### config.mk
export PLATFORM = sky130hd
export DESIGN_NAME = sr_cmd_encoder
export DESIGN_NICKNAME = d
export VERILOG_FILES = /design/src/rtl/sr_cmd_encoder.sv
export SDC_FILE = /design/constraint.sdc
export NUM_CORES = 1
export LEC_CHECK = 0
export BUFFER_PORTS_ARGS = -buffer_cell sky130_fd_sc_hd__buf_2
export CORE_MARGIN = 10
export CORE_UTILIZATION = 45
export DETAILED_ROUTE_END_ITERATION = 10
export MAX_ROUTING_LAYER = met4
export SLEW_MARGIN = 20
export SYNTH_ARGS = -nofsm -noshare
export SYNTH_HDL_FRONTEND = slang
export SYNTH_SLANG_ARGS = --single-unit
### constraint.sdc
create_clock -name clk -period 2.75 [get_ports clk]
set_input_delay 0.1375 -clock clk [delete_from_list [all_inputs] [get_ports clk]]
set_output_delay 0.1375 -clock clk [all_outputs]
set_load 0.03 [all_outputs]
### src/rtl/sr_cmd_encoder.sv
// rtl/sr_cmd_encoder.sv - debounced level-to-SR-latch command encoder
// Converts a noisy level into fixed-width set/reset pulses and tracks the latch level.
module sr_cmd_encoder #(
  parameter int DB_CYCLES    = 4,
  parameter int PULSE_CYCLES = 2,
  parameter int CNT_W        = 8
) (
  input  logic clk,
  input  logic rst,
  input  logic din,
  input  logic en,
  output logic s,
  output logic r,
  output logic q_est,
  output logic busy
);

  typedef enum logic [2:0] {
    INIT,
    IDLE_LOW,
    CONFIRM_HIGH,
    SET_PULSE,
    IDLE_HIGH,
    CONFIRM_LOW,
    RST_PULSE
  } state_t;

  localparam logic [CNT_W-1:0] DB_LAST    = CNT_W'(DB_CYCLES - 1);
  localparam logic [CNT_W-1:0] PULSE_LAST = CNT_W'(PULSE_CYCLES);
  localparam logic [CNT_W-1:0] CNT_ONE    = CNT_W'(1);
  localparam logic [CNT_W-1:0] CNT_MAX    = '1;

  state_t           state_q, state_d;
  logic [CNT_W-1:0] cnt_q, cnt_d, cnt_inc;
  logic             sync1_q, sync2_q;
  logic             s_q, s_d;
  logic             r_q, r_d;
  logic             q_est_q, q_est_d;
  logic             busy_q, busy_d;
  logic             din_s;

  assign din_s   = sync2_q;
  assign cnt_inc = (cnt_q == CNT_MAX) ? cnt_q : cnt_q + CNT_ONE;

  always_comb begin
    state_d = state_q;
    cnt_d   = cnt_q;
    s_d     = s_q;
    r_d     = r_q;
    q_est_d = q_est_q;
    case (state_q)
      INIT: begin
        // r_q low here means this is the first edge after reset release
        if (!r_q) begin
          r_d   = 1'b1;
          cnt_d = CNT_ONE;
        end else if (cnt_q >= PULSE_LAST) begin
          r_d     = 1'b0;
          cnt_d   = '0;
          state_d = IDLE_LOW;
        end else begin
          cnt_d = cnt_inc;
        end
      end
      IDLE_LOW: begin
        if (en && din_s) begin
          if (DB_CYCLES <= 1) begin
            state_d = SET_PULSE;
            s_d     = 1'b1;
            q_est_d = 1'b1;
          end else begin
            state_d = CONFIRM_HIGH;
          end
          cnt_d = CNT_ONE;
        end else begin
          cnt_d = '0;
        end
      end
      CONFIRM_HIGH: begin
        if (en && din_s) begin
          if (cnt_q >= DB_LAST) begin
            state_d = SET_PULSE;
            s_d     = 1'b1;
            q_est_d = 1'b1;
            cnt_d   = CNT_ONE;
          end else begin
            cnt_d = cnt_inc;
          end
        end else begin
          state_d = IDLE_LOW;
          cnt_d   = '0;
        end
      end
      SET_PULSE: begin
        if (cnt_q >= PULSE_LAST) begin
          s_d     = 1'b0;
          cnt_d   = '0;
          state_d = IDLE_HIGH;
        end else begin
          cnt_d = cnt_inc;
        end
      end
      IDLE_HIGH: begin
        if (en && !din_s) begin
          if (DB_CYCLES <= 1) begin
            state_d = RST_PULSE;
            r_d     = 1'b1;
            q_est_d = 1'b0;
          end else begin
            state_d = CONFIRM_LOW;
          end
          cnt_d = CNT_ONE;
        end else begin
          cnt_d = '0;
        end
      end
      CONFIRM_LOW: begin
        if (en && !din_s) begin
          if (cnt_q >= DB_LAST) begin
            state_d = RST_PULSE;
            r_d     = 1'b1;
            q_est_d = 1'b0;
            cnt_d   = CNT_ONE;
          end else begin
            cnt_d = cnt_inc;
          end
        end else begin
          state_d = IDLE_HIGH;
          cnt_d   = '0;
        end
      end
      RST_PULSE: begin
        if (cnt_q >= PULSE_LAST) begin
          r_d     = 1'b0;
          cnt_d   = '0;
          state_d = IDLE_LOW;
        end else begin
          cnt_d = cnt_inc;
        end
      end
      default: begin
        state_d = INIT;
        cnt_d   = '0;
        s_d     = 1'b0;
        r_d     = 1'b0;
        q_est_d = 1'b0;
      end
    endcase
    busy_d = (state_d == INIT) || (state_d == CONFIRM_HIGH) || (state_d == SET_PULSE) ||
             (state_d == CONFIRM_LOW) || (state_d == RST_PULSE);
  end

  always_ff @(posedge clk) begin
    if (!rst) begin
      state_q <= INIT;
      cnt_q   <= '0;
      sync1_q <= 1'b0;
      sync2_q <= 1'b0;
      s_q     <= 1'b0;
      r_q     <= 1'b0;
      q_est_q <= 1'b0;
      busy_q  <= 1'b0;
    end else begin
      state_q <= state_d;
      cnt_q   <= cnt_d;
      sync1_q <= din;
      sync2_q <= sync1_q;
      s_q     <= s_d;
      r_q     <= r_d;
      q_est_q <= q_est_d;
      busy_q  <= busy_d;
    end
  end

  assign s     = s_q;
  assign r     = r_q;
  assign q_est = q_est_q;
  assign busy  = busy_q;

endmodule

## Word level (Yosys, flattened, before mapping)

Cells that the tools add are included.

- Bits in registers: 17
- Output and inout bits: 4
- Logic and storage cells: 77

- $add $sub $neg: 1
- $lt $le $gt $ge: 2
- Eq/ne operators: 17
- Multiplexer cells: 30
- Bitwise operators: 3
- Reductions and logical operators: 16

Operators with widths:

| operator | number |
|---|---|
| $mux 8 | 6 |
| $pmux 8 s6 | 1 |
| $mux 3 | 9 |
| $pmux 3 s7 | 1 |
| $ge 8x2->1 const B | 2 |
| $eq 3x3->1 const B | 5 |
| $eq 3x2->1 const B | 4 |
| $ne 2x2->1 const B | 6 |
| $mux 1 | 10 |
| $reduce_or 5->1 | 2 |
| $add 8x1->8 const B | 1 |
| $eq 8x8->1 const B | 1 |
| $reduce_and 4->1 | 2 |
| $logic_not 3->1 | 2 |
| $pmux 1 s3 | 2 |
| $reduce_and 5->1 | 1 |
| $logic_or 1x1->1 | 4 |
| $pmux 1 s4 | 1 |
| $reduce_or 4->1 | 1 |
| $eq 3x1->1 const B | 1 |
| $not 1->1 | 3 |
| $logic_and 1x1->1 | 2 |
| $reduce_or 2->1 | 1 |
| $logic_not 1->1 | 1 |

## Depth between registers and ports, before layout

- Depth after elaboration: 9
- Mapped depth: 7
- Mapped depth without buffers: 7

## Least setup slack after synthesis

OpenSTA, ideal clock, no wires.

- Path type: reg2reg
- Start: register cnt_q[0]
- End: register cnt_q[0]
- Library setup time: 70 ps
- Arrival time: 1548 ps
- Path slack: 1132 ps
- Cell stages (with the launch flop): 8
- Path buffers: 0
- Clock period less this slack: 1618 ps
- Cells stage by stage: dfxtp_1 -> inv_1 -> ha_1 -> or4_1 -> nor2_1 -> o21ai_0 -> a21o_1 -> a21oi_1

- Longest elaborated chain between the ends: 5
- Elaborated cells between the ends (all ways): 11

RTL lines:

| element | line | source |
|---|---|---|
| start: declaration | 34 | `logic [CNT_W-1:0] cnt_q, cnt_d, cnt_inc;` |
| start signal: assignment | 165 | `cnt_q <= cnt_d;` |
| $add 8x1->8 / $eq 8x8->1 (equally long branches) | 43 | `assign cnt_inc = (cnt_q == CNT_MAX) ? cnt_q : cnt_q + CNT_ONE;` |
| $mux 8 | 43 |  |
| $mux 8, on equally long branches | -- |  |
| $mux 8, on equally long branches | 118, 54, 80 |  |
| $pmux 8 s6 * | 51 | `case (state_q)` |

Mark *: on every way between the ends. The rest lies on a longest branch, timed or not.
A chain may end at the register's enable or synchronous reset.

## Worst setup path after layout

- Start: register cnt_q[0]
- End: register busy_q (netlist: busy)

- Longest elaborated chain between the ends: 9
- Elaborated cells between the ends (all ways): 19

RTL lines:

| element | line | source |
|---|---|---|
| $ge 8x2->1, on equally long branches | -- |  |
| $mux 3, on equally long branches | -- |  |
| $mux 3, on equally long branches | 118, 54, 80 |  |
| $pmux 3 s7 * | 51 |  |
| $eq 3x2->1 / $logic_not 3->1 (equally long branches) | 149 | `busy_d = (state_d == INIT) \|\| (state_d == CONFIRM_HIGH) \|\| (state_d == SET_PULSE) \|\|` |
| $logic_or 1x1->1 (3 in series) | 149 |  |
| $logic_or 1x1->1 * | 150 | `(state_d == CONFIRM_LOW) \|\| (state_d == RST_PULSE);` |
| end signal: assignment | 171 | `busy_q <= busy_d;` |
| end: declaration | 39 | `logic busy_q, busy_d;` |

Marked as above.

==> reports/summary.log <==
[status] outcome completed
[yosys] Mean Syn Cell Area 7.99 µm²
[route] Via-to-Cell Ratio 5.79
[floorplan] Die X 65.8 µm
[clocking] number of resized instances in the post-cts repair step 0
[worst_setup_path] cell type of the slowest stage on the worst timing path sky130_fd_sc_hd__nor4_1
[sta] Layout Skew 0.00249 ns
[sta] total count of max-transition violations in the final report 0
[run] maximum capacitance violations 0
[final_layout] signed area change from the synthesized netlist to the final layout 9.95%
[yosys] most numerous cell in the Yosys netlist sky130_fd_sc_hd__dfxtp_1
[worst_setup_path] element type at the critical path start flop
[route] Detailed Route Iter0 Violations 54
[clocking] Num Clock Sinks 17
[yosys] area fraction in and, or, nand and nor cells after synthesis 31.6%
[yosys] Synth Area in Compound Gates 21.8%
[yosys] mux cell area share after synthesis 0%
[worst_setup_path] Crit path top cell by count sky130_fd_sc_hd__nor4_1
[global_route] Total Routing Usage GR 9.52%
[global_route] GR Overflow Total 0
[sta] maximum clock frequency 0.511 GHz
[global_route] number of antenna violations at the first check in global routing 0
[global_route] via count of the first global-routing pass 758
[sta] worst-case headroom to the max-slew limit 58.7%
[floorplan] number of standard-cell rows in the floorplan 16
[worst_setup_path] worst path arrival time 2.18 ns
[worst_setup_path] critical path depth 7
[clocking] largest buffer count on any clock path 2
[route] Routed WL per cell 13.0 µm
[route] total wire length after detailed routing 2.01 mm
[final_layout] fill cell instance count of the final layout 205
[yosys] Yosys top cell area share 36.1%
[yosys] Synth Area in XOR/XNOR 3.71%
[final_layout] non-filler instance count after layout 155
[worst_setup_path] worst reg2reg path depth 7
[clocking] clock network latency to the later pin of the worst-skew pair 0.29 ns
[floorplan] Die Area 4330 µm²
[yosys] adder and majority cell fraction of the synthesized area 2.65%
[sta] final hold violations 0
[place] I/O Buffers 7
[worst_setup_path] worst reg2reg startpoint cnt_q[0]
[min_path] startpoint of the tightest hold check path din
[route] 1st-pass router iterations 5
[route] final antenna-violating net count 0
[yosys] dominant cell type by area after synthesis sky130_fd_sc_hd__dfxtp_1
[route] DRC violation count after routing 0
[clocking] number of buffers created by CTS 3
[yosys] cell count after synthesis 118
[yosys] main combinational cell family by area after synthesis simple AND/OR/NAND/NOR gates
[clocking] clock tree from TritonCTS done
[floorplan] placeable core area 1980 µm²
[worst_setup_path] source of the critical timing path cnt_q[0]
[yosys] post-synthesis instance area 943 µm²
[yosys] commonest cells in the netlist sky130_fd_sc_hd__dfxtp_1 (17), sky130_fd_sc_hd__nand2_1 (11), sky130_fd_sc_hd__nor2_1 (11), sky130_fd_sc_hd__a21oi_1 (8), sky130_fd_sc_hd__o21ai_0 (6)
[worst_setup_path] maximum fanout along the worst path 3
[worst_setup_path] required time of the critical path 2.97 ns
[sta] Setup TNS Final 0 ns
[yosys] Synth area leaders sky130_fd_sc_hd__dfxtp_1 (36%), sky130_fd_sc_hd__nand2_1 (4.4%), sky130_fd_sc_hd__nor2_1 (4.4%)
[yosys] number of different library cells in the post-synthesis netlist 39
[sta] final critical delay including setup and external delays 1.96 ns
[pwr] Pwr per Cell Area 539 nW/µm²
[sta] slew at the pin with the worst max-slew slack 0.619 ns
[min_path] path type of the worst min-delay path in2reg
[floorplan] vertical die dimension 65.8 µm
[clocking] clock transition at the registers of the reported paths 0.09 ns
[clocking] hold-fix buffers at CTS 0
[sta] count of endpoints failing setup in the final report 0
[route] routed vias 898
[yosys] EDFF count, synth 0
[worst_setup_path] series of cell instances along the critical path inv_1 -> ha_1 -> nor4_1 -> a21oi_1 -> nor4_1 -> nand3_1 -> a21boi_1
[place] count of placed standard cells including taps 151
[yosys] count of state elements after synthesis 17
[floorplan] number of ports placed on the die boundary 8
[place] Detailed Place HPWL 1.51 mm
[yosys] share of flip-flops with an asynchronous set or reset after synthesis 0%
[final_layout] Post-layout nets 135
[worst_setup_path] number of buffers and inverters on the critical path 1
[clocking] clock tree root driver cell sky130_fd_sc_hd__clkbuf_4
[sta] setup repair after global routing missed its margin no
[min_path] number of instances on the worst hold path 2
[yosys] sequential-to-total area share from yosys stat 36.1%
[global_route] pin count of the biggest net entering global routing 21
[global_route] wire length of the first global-routing pass 3.32 mm
[worst_setup_path] category of the critical setup timing path reg2reg
[yosys] Yosys warning total 0
[clocking] total setup buffers inserted after CTS 0
[worst_setup_path] delay of the slowest critical-path stage 0.44 ns
[pwr] Leakage 0.427 nW
[final_layout] ratio of cells with drive above 1 in the final layout 13.3%
[floorplan] starting density of the core 47.6%
[yosys] Top FF cell, synth sky130_fd_sc_hd__dfxtp_1
[pwr] Power Total 0.560 mW
[worst_setup_path] type of destination of the critical path flop
[pwr] worst supply voltage drop on vdd 0.371 mV
[worst_setup_path] cell class contributing the biggest share of worst-path delay simple AND/OR/NAND/NOR gates
[sta] post-route fraction of the period consumed by the critical path 71.1%
[place] placer congestion estimate 0.923
[clocking] number of levels the H-tree was split into 1
[final_layout] number of diodes added for antenna fixing 0
metal layers:
layer | global-route usage, % | vias up | share of wire, %
met4 | 4.55 | 0 | 1.5
met3 | 2.37 | 5 | 7.3
met1 | 12.6 | 411 | 45
met5 | - | - | 0
li1 | - | 446 | -
met2 | 13.0 | 36 | 46
area by class of cell:
| type | count | area (µm²) | share of cell area [%] |
|---|---|---|---|
| multi-input cells | 96 | 582 | 56.1 |
| repair buffers | 8 | 42.5 | 4.10 |
| clock inverters | 1 | 5.00 | 0.483 |
| well taps | 27 | 33.8 | 3.26 |
| clock buffers | 3 | 22.5 | 2.17 |
| flip-flops and latches | 17 | 340 | 32.8 |
| inverters | 3 | 11.3 | 1.09 |
flip-flops by register name, indices dropped and copies added, names as in the netlist:
name / cells
busy: 1
state_q: 3
din_s: 1
s: 1
r: 1
sync1_q: 1
cnt_q: 8
q_est: 1
worst reg2reg max path, stage by stage, from the launching register on:
cell	delay, ns
sky130_fd_sc_hd__dfxtp_1	0.36
sky130_fd_sc_hd__inv_1	0.07
sky130_fd_sc_hd__ha_1	0.23
sky130_fd_sc_hd__nor4_1	0.44
sky130_fd_sc_hd__a21oi_1	0.18
sky130_fd_sc_hd__nor4_1	0.32
sky130_fd_sc_hd__nand3_1	0.13
sky130_fd_sc_hd__a21boi_1	0.16
kinds of logic (layout without fill, tap and decap cells):
family / after synthesis / count (layout)
xor gates and xnor gates: 4 / 4
DFF: 17 / 17
other: 1 / 5
AOI/OAI and AO/OA: 32 / 32
buffers and inverters: 9 / 15
and+or+nand+nor: 53 / 53
adders and majority gates: 2 / 2
where the power goes:
| part | switching [mW] | total, mW | leakage (nW) | internal (mW) |
|---|---|---|---|---|
| clock network | 0.0751 | 0.129 | 0.0177 | 0.0541 |
| registers | 0.0329 | 0.300 | 0.140 | 0.267 |
| logic | 0.0718 | 0.131 | 0.269 | 0.0587 |
| total | 0.180 | 0.560 | 0.427 | 0.380 |
stage by stage:
step | setup WS (ns) | area (µm²) | utilization, % | hold WS, ns
floorplan | 1.13 | 958 | - | 0.259
global placement | 0.881 | 1010 | 50.9 | 0.347
detailed placement | 0.846 | 1010 | 50.9 | 0.352
CTS | 0.813 | 1040 | 52.3 | 0.0466
global route | 0.672 | 1040 | 52.3 | 0.0356
finish | 0.794 | 1040 | 52.3 | 0.0506
layout by cell type, fill, tap and decap left out, types with 2 or more instances in the layout:
cell	instances
sky130_fd_sc_hd__inv_1	3
sky130_fd_sc_hd__ha_1	2
sky130_fd_sc_hd__buf_2	7
sky130_fd_sc_hd__a21boi_1	3
sky130_fd_sc_hd__conb_1	5
sky130_fd_sc_hd__xnor2_1	3
sky130_fd_sc_hd__and2_1	3
sky130_fd_sc_hd__a21o_1	2
sky130_fd_sc_hd__or4_1	2
sky130_fd_sc_hd__nor4_1	2
sky130_fd_sc_hd__o21ai_0	6
sky130_fd_sc_hd__o211a_1	2
sky130_fd_sc_hd__nor4bb_1	2
sky130_fd_sc_hd__nand3b_1	2
sky130_fd_sc_hd__dfxtp_1	17
sky130_fd_sc_hd__nand2b_1	3
sky130_fd_sc_hd__o22ai_1	2
sky130_fd_sc_hd__nand3_1	4
sky130_fd_sc_hd__nor2_1	11
sky130_fd_sc_hd__o21ai_1	3
sky130_fd_sc_hd__nand4_1	4
sky130_fd_sc_hd__nor3_1	2
sky130_fd_sc_hd__a21oi_1	8
sky130_fd_sc_hd__or2_2	2
sky130_fd_sc_hd__nand2_1	11
sky130_fd_sc_hd__clkbuf_4	3
worst paths after layout:
path / slack [ns] / endpoint
max: 0.79 / busy
min: 0.05 / sync1_q
max reg2reg: 0.79 / busy
min reg2reg: 0.44 / din_s
Power figures use the tool's default switching activity.
